<file path="config.mk">
export PLATFORM = sky130hd
export DESIGN_NAME = ifu_prefetch_flat
export DESIGN_NICKNAME = d
export VERILOG_FILES = /design/src/rtl/ifu_prefetch_pkg.sv /design/src/rtl/ifu_prefetch_if.sv /design/src/rtl/ifu_fifo.sv /design/src/rtl/ifu_prefetch.sv /design/src/flat_wrapper.sv
export SDC_FILE = /design/constraint.sdc
export NUM_CORES = 1
export LEC_CHECK = 0
export ABC_CLOCK_PERIOD_IN_PS = 15940
export BUFFER_PORTS_ARGS = -buffer_cell sky130_fd_sc_hd__buf_4
export CAP_MARGIN = 40
export CELL_PAD_IN_SITES_DETAIL_PLACEMENT = 0
export CELL_PAD_IN_SITES_GLOBAL_PLACEMENT = 2
export CORE_MARGIN = 2
export CORE_UTILIZATION = 40
export DETAILED_ROUTE_END_ITERATION = 7
export MAX_ROUTING_LAYER = met4
export PLACE_DENSITY_LB_ADDON = 0.1
export SLEW_MARGIN = 10
export SYNTH_ARGS = -nofsm -noshare
export SYNTH_HDL_FRONTEND = slang
export SYNTH_HIERARCHICAL = 1
export SYNTH_SLANG_ARGS = --single-unit
</file>
<file path="constraint.sdc">
create_clock -name clk -period 15.94 [get_ports clk]
set_input_delay 0 -clock clk [delete_from_list [all_inputs] [get_ports clk]]
set_output_delay 0 -clock clk [all_outputs]
set_load 0.1 [all_outputs]
</file>
<file path="src/rtl/ifu_prefetch_pkg.sv">
// Shared constants and types for the instruction prefetch unit.
package ifu_prefetch_pkg;

  localparam int INSTR_W = 32;
  localparam logic [INSTR_W-1:0] NOP_INSTR = 32'h0000_0013;
  localparam logic [INSTR_W-1:0] DEFAULT_RESET_PC = 32'h0000_0000;

  typedef struct packed {
    logic [INSTR_W-1:0] pc;
    logic [INSTR_W-1:0] instr;
  } fetch_entry_t;

  function automatic int max_int(input int a, input int b);
    return (a > b) ? a : b;
  endfunction

endpackage

</file>
<file path="src/rtl/ifu_prefetch_if.sv">
// Fetch-side bundle: SRAM request/response, EXU redirect and EXU instruction handshake.
interface ifu_prefetch_if #(
  parameter int XLEN = 32
);
  logic            mem_req_valid_o;
  logic            mem_req_ready_i;
  logic [XLEN-1:0] mem_req_addr_o;
  logic            mem_rsp_valid_i;
  logic [XLEN-1:0] mem_rsp_data_i;
  logic            jump_valid_i;
  logic [XLEN-1:0] pc_next_i;
  logic            instr_valid_o;
  logic            instr_ready_i;
  logic [XLEN-1:0] instr_o;
  logic [XLEN-1:0] instr_pc_o;

  modport master (
    output mem_req_valid_o, mem_req_addr_o, instr_valid_o, instr_o, instr_pc_o,
    input  mem_req_ready_i, mem_rsp_valid_i, mem_rsp_data_i, jump_valid_i, pc_next_i,
           instr_ready_i
  );

  modport slave (
    input  mem_req_valid_o, mem_req_addr_o, instr_valid_o, instr_o, instr_pc_o,
    output mem_req_ready_i, mem_rsp_valid_i, mem_rsp_data_i, jump_valid_i, pc_next_i,
           instr_ready_i
  );
endinterface

</file>
<file path="src/rtl/ifu_fifo.sv">
// Synchronous circular FIFO; clear overrides push and pop, push is allowed when full if a pop occurs.
module ifu_fifo #(
  parameter int WIDTH = 64,
  parameter int DEPTH = 4,
  parameter int CNT_W = $clog2(DEPTH + 1)
) (
  input  logic             clk,
  input  logic             rst_n,
  input  logic             push,
  input  logic             pop,
  input  logic             clear,
  input  logic [WIDTH-1:0] wdata,
  output logic [WIDTH-1:0] rdata,
  output logic [CNT_W-1:0] count,
  output logic             full,
  output logic             empty
);
  localparam int PTR_W = (DEPTH > 1) ? $clog2(DEPTH) : 1;

  logic [WIDTH-1:0] mem [DEPTH];
  logic [PTR_W-1:0] wr_ptr;
  logic [PTR_W-1:0] rd_ptr;
  logic             do_push;
  logic             do_pop;

  assign empty   = (count == '0);
  assign full    = (count == CNT_W'(DEPTH));
  assign do_pop  = pop && !empty;
  assign do_push = push && (!full || do_pop);
  assign rdata   = mem[rd_ptr];

  always_ff @(posedge clk or negedge rst_n) begin
    if (!rst_n) begin
      wr_ptr <= '0;
      rd_ptr <= '0;
      count  <= '0;
    end else if (clear) begin
      wr_ptr <= '0;
      rd_ptr <= '0;
      count  <= '0;
    end else begin
      if (do_push) wr_ptr <= wr_ptr + 1'b1;
      if (do_pop)  rd_ptr <= rd_ptr + 1'b1;
      if (do_push && !do_pop)      count <= count + 1'b1;
      else if (!do_push && do_pop) count <= count - 1'b1;
    end
  end

  always_ff @(posedge clk) begin
    if (do_push && !clear) mem[wr_ptr] <= wdata;
  end

  // The fetch credit scheme must make a dropped push impossible.
  no_overflow: assert property (@(posedge clk) disable iff (!rst_n)
    !(push && !clear && full && !do_pop));

endmodule

</file>
<file path="src/rtl/ifu_prefetch.sv">
// Instruction prefetch unit: credit-limited SRAM fetch into an in-order FIFO, redirect on jump.
// Build option IFU_MISALIGN_CHK_EN adds misalign_exc_o and rejects jumps to unaligned targets.
module ifu_prefetch
  import ifu_prefetch_pkg::*;
#(
  parameter int              XLEN            = INSTR_W,
  parameter int              FIFO_DEPTH      = 4,
  parameter int              MAX_OUTSTANDING = 2,
  parameter logic [XLEN-1:0] RESET_PC        = XLEN'(DEFAULT_RESET_PC)
) (
  input  logic           clk,
  input  logic           rst_n,
  ifu_prefetch_if.master bus
`ifdef IFU_MISALIGN_CHK_EN
  , output logic         misalign_exc_o
`endif
);
  localparam int CNT_W = $clog2(max_int(FIFO_DEPTH, MAX_OUTSTANDING) + 1);
  localparam int EW    = 2 * XLEN;

  logic [XLEN-1:0]  fetch_pc;
  logic [XLEN-1:0]  rsp_pc;
  logic [CNT_W-1:0] outstanding;
  logic [CNT_W-1:0] discard;
  logic [CNT_W-1:0] out_nxt;
  logic [CNT_W-1:0] fifo_count;
  logic [CNT_W:0]   credit_used;
  logic [EW-1:0]    head;
  logic [XLEN-1:0]  jump_tgt;
  logic             jump_ok;
  logic             jump_bad;
  logic             fetch_block;
  logic             req_hs;
  logic             rsp_push;
  logic             fifo_empty;
  logic             unused_fifo_full;

`ifdef IFU_MISALIGN_CHK_EN
  assign jump_bad    = bus.jump_valid_i && (bus.pc_next_i[1:0] != 2'b00);
  assign jump_tgt    = bus.pc_next_i;
  assign fetch_block = misalign_exc_o;

  always_ff @(posedge clk or negedge rst_n) begin
    if (!rst_n)                misalign_exc_o <= 1'b0;
    else if (bus.jump_valid_i) misalign_exc_o <= jump_bad;
  end
`else
  logic unused_pc_lsb;
  assign unused_pc_lsb = ^bus.pc_next_i[1:0];
  assign jump_bad      = 1'b0;
  assign jump_tgt      = {bus.pc_next_i[XLEN-1:2], 2'b00};
  assign fetch_block   = 1'b0;
`endif

  assign jump_ok = bus.jump_valid_i && !jump_bad;

  // Responses still owed to us (live) reserve FIFO slots before the request goes out.
  assign credit_used = {1'b0, fifo_count} + {1'b0, outstanding} - {1'b0, discard};
  assign bus.mem_req_valid_o = !fetch_block
                            && (credit_used < (CNT_W+1)'(FIFO_DEPTH))
                            && (outstanding < CNT_W'(MAX_OUTSTANDING));
  assign bus.mem_req_addr_o  = fetch_pc;

  assign req_hs   = bus.mem_req_valid_o && bus.mem_req_ready_i;
  assign out_nxt  = outstanding + CNT_W'(req_hs) - CNT_W'(bus.mem_rsp_valid_i);
  assign rsp_push = bus.mem_rsp_valid_i && (discard == '0) && !bus.jump_valid_i;

  always_ff @(posedge clk or negedge rst_n) begin
    if (!rst_n) begin
      fetch_pc    <= RESET_PC;
      rsp_pc      <= RESET_PC;
      outstanding <= '0;
      discard     <= '0;
    end else begin
      outstanding <= out_nxt;
      if (jump_ok) begin
        fetch_pc <= jump_tgt;
        rsp_pc   <= jump_tgt;
      end else begin
        if (req_hs)   fetch_pc <= fetch_pc + XLEN'(4);
        if (rsp_push) rsp_pc   <= rsp_pc + XLEN'(4);
      end
      // Everything still in flight after this cycle belongs to the abandoned stream.
      if (bus.jump_valid_i)
        discard <= out_nxt;
      else if (bus.mem_rsp_valid_i && (discard != '0))
        discard <= discard - 1'b1;
    end
  end

  ifu_fifo #(
    .WIDTH (EW),
    .DEPTH (FIFO_DEPTH),
    .CNT_W (CNT_W)
  ) u_fifo (
    .clk   (clk),
    .rst_n (rst_n),
    .push  (rsp_push),
    .pop   (bus.instr_valid_o && bus.instr_ready_i),
    .clear (bus.jump_valid_i),
    .wdata ({rsp_pc, bus.mem_rsp_data_i}),
    .rdata (head),
    .count (fifo_count),
    .full  (unused_fifo_full),
    .empty (fifo_empty)
  );

  assign bus.instr_valid_o = !fifo_empty;
  assign bus.instr_o       = fifo_empty ? XLEN'(NOP_INSTR) : head[XLEN-1:0];
  assign bus.instr_pc_o    = fifo_empty ? rsp_pc : head[EW-1:XLEN];

endmodule

</file>
<file path="src/flat_wrapper.sv">
// flat-port wrapper written by rule: the top's interface ports become plain ports
module ifu_prefetch_flat import ifu_prefetch_pkg::*;
#(
  parameter int              XLEN            = INSTR_W,
  parameter int              FIFO_DEPTH      = 4,
  parameter int              MAX_OUTSTANDING = 2,
  parameter logic [XLEN-1:0] RESET_PC        = XLEN'(DEFAULT_RESET_PC)
)
  (clk, rst_n, bus_mem_req_valid_o, bus_mem_req_addr_o, bus_instr_valid_o, bus_instr_o, bus_instr_pc_o, bus_mem_req_ready_i, bus_mem_rsp_valid_i, bus_mem_rsp_data_i, bus_jump_valid_i, bus_pc_next_i, bus_instr_ready_i);
  ifu_prefetch_if #(.XLEN(XLEN)) bus_i ();
  input  logic clk;
  input  logic rst_n;
  output wire logic [$bits(bus_i.mem_req_valid_o)-1:0] bus_mem_req_valid_o;
  output wire logic [$bits(bus_i.mem_req_addr_o)-1:0] bus_mem_req_addr_o;
  output wire logic [$bits(bus_i.instr_valid_o)-1:0] bus_instr_valid_o;
  output wire logic [$bits(bus_i.instr_o)-1:0] bus_instr_o;
  output wire logic [$bits(bus_i.instr_pc_o)-1:0] bus_instr_pc_o;
  input wire logic [$bits(bus_i.mem_req_ready_i)-1:0] bus_mem_req_ready_i;
  input wire logic [$bits(bus_i.mem_rsp_valid_i)-1:0] bus_mem_rsp_valid_i;
  input wire logic [$bits(bus_i.mem_rsp_data_i)-1:0] bus_mem_rsp_data_i;
  input wire logic [$bits(bus_i.jump_valid_i)-1:0] bus_jump_valid_i;
  input wire logic [$bits(bus_i.pc_next_i)-1:0] bus_pc_next_i;
  input wire logic [$bits(bus_i.instr_ready_i)-1:0] bus_instr_ready_i;
  assign bus_mem_req_valid_o = bus_i.mem_req_valid_o;
  assign bus_mem_req_addr_o = bus_i.mem_req_addr_o;
  assign bus_instr_valid_o = bus_i.instr_valid_o;
  assign bus_instr_o = bus_i.instr_o;
  assign bus_instr_pc_o = bus_i.instr_pc_o;
  assign bus_i.mem_req_ready_i = bus_mem_req_ready_i;
  assign bus_i.mem_rsp_valid_i = bus_mem_rsp_valid_i;
  assign bus_i.mem_rsp_data_i = bus_mem_rsp_data_i;
  assign bus_i.jump_valid_i = bus_jump_valid_i;
  assign bus_i.pc_next_i = bus_pc_next_i;
  assign bus_i.instr_ready_i = bus_instr_ready_i;
  ifu_prefetch #(.XLEN(XLEN), .FIFO_DEPTH(FIFO_DEPTH), .MAX_OUTSTANDING(MAX_OUTSTANDING), .RESET_PC(RESET_PC)) u_core (.clk(clk), .rst_n(rst_n), .bus(bus_i));
endmodule
</file>
==> impl_metrics.csv, run 1 <==
group,metric,value,unit
min_path,hp-class,"input pin to asynchronous set/reset pin",
critical_path,crit_path_end_kind,"register",
critical_path,cpMostUsedCell,"inv_1",
routing,wl,32700,um
global_route,antenna_found_initial,0,
timing,report.final.slew_viol_count,0,
synth,syn_area,0.0147,sq mm
floorplan,coreArea,0.0363,sq mm
critical_path,crit_family,"adder cells",
timing,slew_headroom,44.1,%
critical_path,rr_worst_depth,16,
placement,port_buffers,163,
critical_path,crit_chain,"inv_1 > fa_1 > inv_1 > ha_1 > nor4b_2 > o21ai_2 > buf_4 > a31oi_1 > inv_1 > ha_1 > inv_1 > ha_1 > inv_1 > fa_1 > a21oi_1 > dlygate4sd3_1",
placement,dpl_worst_slack,11.98,ns
routing,drtAntennaViolNets,0,
layout,fin_nets,1228,
layout,seq_area,0.00952,sq mm
layout,syn_to_final_growth,25.4,%
floorplan,dieWidth,195,um
global_route,grt_pass1_vias,8869,
run_status,status,"complete, no violations",
floorplan,start_util,40.3,%
critical_path,worstSetupPathType,"register to register",
timing,period_share,27.2,%
routing,firstDrtPassIters,4,
clock_tree,ctsHoldBuffers,67,
critical_path,critical_path_arrival,4.72,ns
critical_path,r2r_setup_slack,11.61,ns
timing,period_minus_slack,4.33,ns
timing,finalSetupTns,0,ns
critical_path,cp.required,16.33,ns
routing,via_per_inst,5.25,
floorplan,die_h,195,um
layout,drive_gt1_share,34.4,%
placement,gp_congestion,0.746,
global_route,grt_use_total,17.9,%
timing,rsz0062_at_grt,"false",
floorplan,rows,70,
timing,fmax,231,MHz
synth,syn_inst,886,
clock_tree,cts.sinks,329,
clock_tree,cts_root_buf,"clkbuf_16",
timing,skew,0.0120,ns
layout,final_cells,1633,
clock_tree,path_clk_slew,0.06,ns
layout,fillers,3106,
global_route,grt_max_degree,67,
routing,drc,0,
clock_tree,numCtsBuffers,38,
clock_tree,cts_tree,"built",
layout,multi_input_area,0.00485,sq mm
power,vdd_drop_max,0.0000832,V
critical_path,max_stage_delay,0.56,ns
clock_tree,h-tree-depth,2,
critical_path,reg2reg_from,"u_core/u_fifo/count[1]$_DFFE_PN0P_",
synth,synth_warnings,6,
global_route,grt_remaining_overflow,0,
timing,hold_violations,0,
timing,setup_viol,0,
power,power.density,126,mW/mm^2
power,leakagePower,6.54,nW
clock_tree,insertion_delay,0.51,ns
floorplan,die-area,0.0382,sq mm
layout,diodes,0,
global_route,grt_first_pass_wirelength,51600,um
timing,worst_pin_slew,0.839,ns
critical_path,reg2reg_to,"u_core/discard[1]$_DFFE_PN0P_",
timing,layout_setup_ws,11.61,ns
floorplan,ios,168,
placement,dpl.cell_count,1501,
critical_path,startpoint_type,"register",
routing,drt_first_iter_violations,451,
critical_path,path_buf_inv,7,
synth,avgSynthCellArea,16.5,sq um
job,maxCapViolations,0,
clock_tree,postCtsSetupRepairBufs,0,
clock_tree,cts-resized-gates,0,
critical_path,cp_slowest_cell,"dlygate4sd3_1",
placement,dp_hpwl,20500,um
routing,vias,8570,
clock_tree,cts-root-to-sink-buffers,3,
critical_path,path_max_fanout,25,
routing,route.detailed.wl_per_inst,20.0,um
-- stage by stage --
stage                     instance area (sq um)  utilization [%]  total power, mW  hold slack [ns]
after detailed placement                  16500             45.5             1.49           -0.214
after global routing                      18400             50.6             2.41           0.0318
after floorplan                           14700                -             1.36           -0.296
after CTS                                 18400             50.6             2.34         0.000653
after global placement                    16400             45.1             1.49           -0.216
final                                     18400             50.6             2.31           0.0117
-- cell type report --
cell class	count	area share, %
Sequential cell	329	51.8
Clock inverter	19	0.973
Timing Repair Buffer	252	11.6
Clock buffer	46	5.45
Inverter	29	0.592
Multi-Input combinational cell	490	26.4
Tap cell	468	3.19
-- where the power goes --
| group | internal [mW] | switching [mW] |
|---|---|---|
| clock | 0.496 | 0.330 |
| sequential | 0.967 | 0.0470 |
| combinational | 0.145 | 0.326 |
-- flip-flops by register name, summed over array words and instances (netlist names) --
register and cells:
u_core/bus.mem_req_addr_o 30, u_core/discard 3, u_core/outstanding 3, u_core/rsp_pc 30, u_core/u_fifo/count 3, u_core/u_fifo/mem 256, u_core/u_fifo/rd_ptr 2, u_core/u_fifo/wr_ptr 2
-- routing by layer --
| metal | share of wire [%] | track usage (%) | vias up |
|---|---|---|---|
| li1 | - | - | 3953 |
| met1 | 48 | 25.5 | 4387 |
| met2 | 47 | 27.2 | 195 |
| met3 | 4.2 | 2.99 | 35 |
| met4 | 1.2 | 3.51 | 0 |
| met5 | 0 | - | - |
-- cell usage in the layout (no fill, tap or decap), types with 9 or more instances in the layout --
cell type	count
nand2b_1	9
dlygate4sd3_1	67
a311oi_1	17
conb_1	10
buf_4	180
xnor2_1	25
clkbuf_16	39
nand2_1	20
dfrtp_1	71
edfxtp_1	256
mux4_2	64
and3_1	9
mux2_2	66
xor2_1	31
ha_1	14
mux2i_1	15
nand3_1	26
nand4_1	26
nor2b_1	36
nor2_1	23
inv_1	28
-- worst max path at each step --
stage,to,cells past startpoint,from,slack (ns)
6_report,u_core/discard[1]$_DFFE_PN0P_,16,u_core/u_fifo/count[1]$_DFFE_PN0P_,11.61
5_1_grt,u_core/discard[1]$_DFFE_PN0P_,16,u_core/u_fifo/count[1]$_DFFE_PN0P_,11.35
4_1_cts,u_core/discard[1]$_DFFE_PN0P_,16,u_core/u_fifo/count[1]$_DFFE_PN0P_,11.58
3_5_place_dp,u_core/discard[2]$_DFFE_PN0P_,17,u_core/u_fifo/count[1]$_DFFE_PN0P_,11.98
3_3_place_gp,u_core/discard[2]$_DFFE_PN0P_,17,u_core/u_fifo/count[1]$_DFFE_PN0P_,12.00
2_1_floorplan,u_core/u_fifo/mem[0][0]$_DFFE_PP_,8,u_core/u_fifo/count[0]$_DFFE_PN0P_,9.14
-- worst min-delay path, cell delays in order --
cell and delay (ns):
dlygate4sd3_1 0.53, buf_4 0.11, buf_4 0.28
No activity file was read; power rests on OpenSTA's default activity.
==> run 2, diff against run 1 <==
--- a/config.mk
+++ b/config.mk
@@ -5,13 +5,14 @@
 export SDC_FILE = /design/constraint.sdc
 export NUM_CORES = 1
 export LEC_CHECK = 0
-export ABC_CLOCK_PERIOD_IN_PS = 15940
+export ABC_AREA = 1
+export ABC_CLOCK_PERIOD_IN_PS = 4300
 export BUFFER_PORTS_ARGS = -buffer_cell sky130_fd_sc_hd__buf_4
 export CAP_MARGIN = 40
 export CELL_PAD_IN_SITES_DETAIL_PLACEMENT = 0
 export CELL_PAD_IN_SITES_GLOBAL_PLACEMENT = 2
 export CORE_MARGIN = 2
-export CORE_UTILIZATION = 40
+export CORE_UTILIZATION = 38
 export DETAILED_ROUTE_END_ITERATION = 7
 export MAX_ROUTING_LAYER = met4
 export PLACE_DENSITY_LB_ADDON = 0.1
==> constraint.sdc (replaced) <==
create_clock -name clk -period 4.3 [get_ports clk]
set_input_delay 0 -clock clk [delete_from_list [all_inputs] [get_ports clk]]
set_output_delay 0 -clock clk [all_outputs]
set_load 0.1 [all_outputs]
==> impl_metrics.csv, run 2 <==
group,metric,value,unit
synth,synthAdderAreaFrac,1.64,%
critical_path,path_buf_inv,3,
floorplan,die-area,0.0425,sq mm
synth,synth.most_common_cell,"nand2_1",
synth,synth-edff-count,256,
job,maxCapViolations,0,
floorplan,die_h,206,um
timing,period_share,79.8,%
synth,ys_ff_latch,329,
layout,fin_nets,1903,
global_route,grt_first_pass_wirelength,64900,um
power,power.density,553,mW/mm^2
critical_path,crit_path_end_kind,"register",
timing,skew,0.0190,ns
power,p_total,10.6,mW
power,leakagePower,7.71,nW
timing,fmax,291,MHz
synth,synth_top_area_cell,"edfxtp_1",
floorplan,ios,168,
timing,hold_violations,0,
routing,wl,42600,um
placement,port_buffers,163,
critical_path,crit_family,"adder cells",
critical_path,max_stage_delay,0.44,ns
clock_tree,cts.sinks,329,
layout,top_register,"u_core/u_fifo/mem",
global_route,grt_pass1_vias,11200,
global_route,antenna_found_initial,0,
floorplan,rows,74,
synth,avgSynthCellArea,9.82,sq um
layout,largest_register_ffs,256,
clock_tree,cts_root_buf,"clkbuf_16",
clock_tree,postCtsSetupRepairBufs,0,
timing,setup_viol,0,
critical_path,crit_chain,"inv_1 > fa_1 > ha_1 > a21oi_1 > nand3_1 > nand2_1 > nand3_2 > ha_1 > inv_1 > ha_1 > inv_1 > fa_1 > xor2_1 > or2_2 > a21oi_1 > a31oi_1",
clock_tree,path_clk_slew,0.06,ns
clock_tree,cts-root-to-sink-buffers,3,
synth,syn_area,0.0155,sq mm
clock_tree,cts_tree,"built",
routing,vias,11800,
synth,synth_top_area_share,49.4,%
synth,synth_flop_cell,"edfxtp_1",
synth,synth_cell_type_count,44,
routing,firstDrtPassIters,6,
layout,layout_commonest_cell,"nand2_1",
layout,diodes,0,
critical_path,startpoint_type,"register",
global_route,grt_max_degree,74,
placement,dp_hpwl,27200,um
synth,yosys-top-cells-area,"edfxtp_1 (49%), dfrtp_1 (12%), nand2_1 (7.8%)",
floorplan,coreArea,0.0406,sq mm
global_route,grt_remaining_overflow,0,
critical_path,cp_slowest_cell,"fa_1",
clock_tree,ctsHoldBuffers,68,
run_status,status,"complete, no violations",
routing,drt_first_iter_violations,681,
layout,final_cell_mix,"nand2_1 (323), edfxtp_1 (256), nor2_1 (225)",
synth,synth_warnings,6,
synth,syn_inst,1584,
timing,slew_headroom,44.9,%
min_path,hp-class,"input pin to register",
synth,synthMuxAreaShare,0,%
power,vdd_drop_max,0.000358,V
routing,drtAntennaViolNets,0,
layout,drive_gt1_share,16.4,%
floorplan,dieWidth,206,um
routing,drc,0,
routing,route.detailed.wl_per_inst,18.0,um
synth,yosys.area_share.simple,19.9,%
synth,ys_seq_area_share,61.2,%
synth,synth_compound_area_share,10.5,%
critical_path,cp.required,4.70,ns
placement,gp_congestion,0.821,
synth,ys_top_cells_by_count,"nand2_1 (323), edfxtp_1 (256), nor2_1 (229)",
synth,synth_xor_area_share,0.507,%
timing,report.final.slew_viol_count,0,
clock_tree,insertion_delay,0.55,ns
clock_tree,numCtsBuffers,38,
timing,period_minus_slack,3.43,ns
timing,finalSetupTns,0,ns
floorplan,start_util,38.3,%
critical_path,path_max_fanout,4,
synth,synth_top_family_by_area,"simple AND/OR/NAND/NOR gates",
timing,worst_pin_slew,0.824,ns
layout,syn_to_final_growth,22.8,%
routing,via_per_inst,4.97,
clock_tree,h-tree-depth,2,
critical_path,r2r_setup_slack,0.87,ns
clock_tree,cts-resized-gates,0,
synth,ys_async_sr_fraction,22.2,%
critical_path,critical_path_arrival,3.83,ns
timing,rsz0062_at_grt,"false",
critical_path,worstSetupPathType,"register to register",
global_route,grt_use_total,20.7,%
run 2: final timing paths:
kind / startpoint / to / cells after the start
min in group asynchronous: rst_n / u_core/outstanding[1]$_DFF_PN0_ / 4
setup / recovery: u_core/discard[2]$_DFFE_PN0P_ / u_core/discard[2]$_DFFE_PN0P_ / 16
max in group asynchronous: rst_n / u_core/bus.mem_req_addr_o[27]$_DFFE_PN0N_ / 4
hold / removal: bus_mem_req_ready_i / u_core/bus.mem_req_addr_o[25]$_DFFE_PN0N_ / 5
hold reg to reg: u_core/bus.mem_req_addr_o[31]$_DFFE_PN0N_ / u_core/bus.mem_req_addr_o[31]$_DFFE_PN0N_ / 2
setup reg to reg: u_core/discard[2]$_DFFE_PN0P_ / u_core/discard[2]$_DFFE_PN0P_ / 16
run 2: logic make-up (layout without fill, tap and decap cells):
| group | count (synthesis) | in the layout |
|---|---|---|
| fa+ha+maj | 18 | 18 |
| buf+inv | 215 | 462 |
| other cells | 1 | 10 |
| simple gates | 712 | 712 |
| xor+xnor | 9 | 9 |
| compound gates | 300 | 300 |
| flops | 329 | 329 |
run 2: report_power, final:
part,internal (mW),switching [mW]
Combinational,0.787,2.87
Clock,1.68,1.26
Sequential,3.66,0.306
run 2: cell type report:
type	instances	area, sq um
clock buffers	51	1030
inverters	145	547
fillers	3924	21600
clock inverters	14	73.8
multi-input cells	1049	5120
well taps	532	666
flip-flops and latches	329	9520
repair buffers	252	2130
run 2: worst reg2reg max path, delay by kind of cell (launching register included):
| family | cells | cell delay (ns) |
|---|---|---|
| fa+ha+maj | 5 | 1.57 |
| xor+xnor | 1 | 0.17 |
| buf+inv | 3 | 0.24 |
| flops | 1 | 0.38 |
| compound gates | 3 | 0.37 |
| simple gates | 4 | 0.56 |
run 2: stage by stage:
stage                     cell area (sq um)  hold slack, ns  instances  setup WS, ns  util, %
after CTS                             19100         0.00890       2372         0.852     47.0
after detailed placement              17300         -0.0117       2239         0.866     42.6
after global placement                17300         -0.0119       2239         0.858     42.6
after global routing                  19100          0.0322       2372         0.602     47.0
after floorplan                       15600          -0.296       1593        -0.339        -
final                                 19100          0.0329       2372         0.869     47.0
run 2: routing by layer:
metal	up-vias	global-route usage [%]	part of all wire, %
met5	-	-	0
met4	0	5.38	1.7
met3	50	2.76	3.8
met2	213	34.9	49
met1	5674	26.4	45
li1	5845	-	-
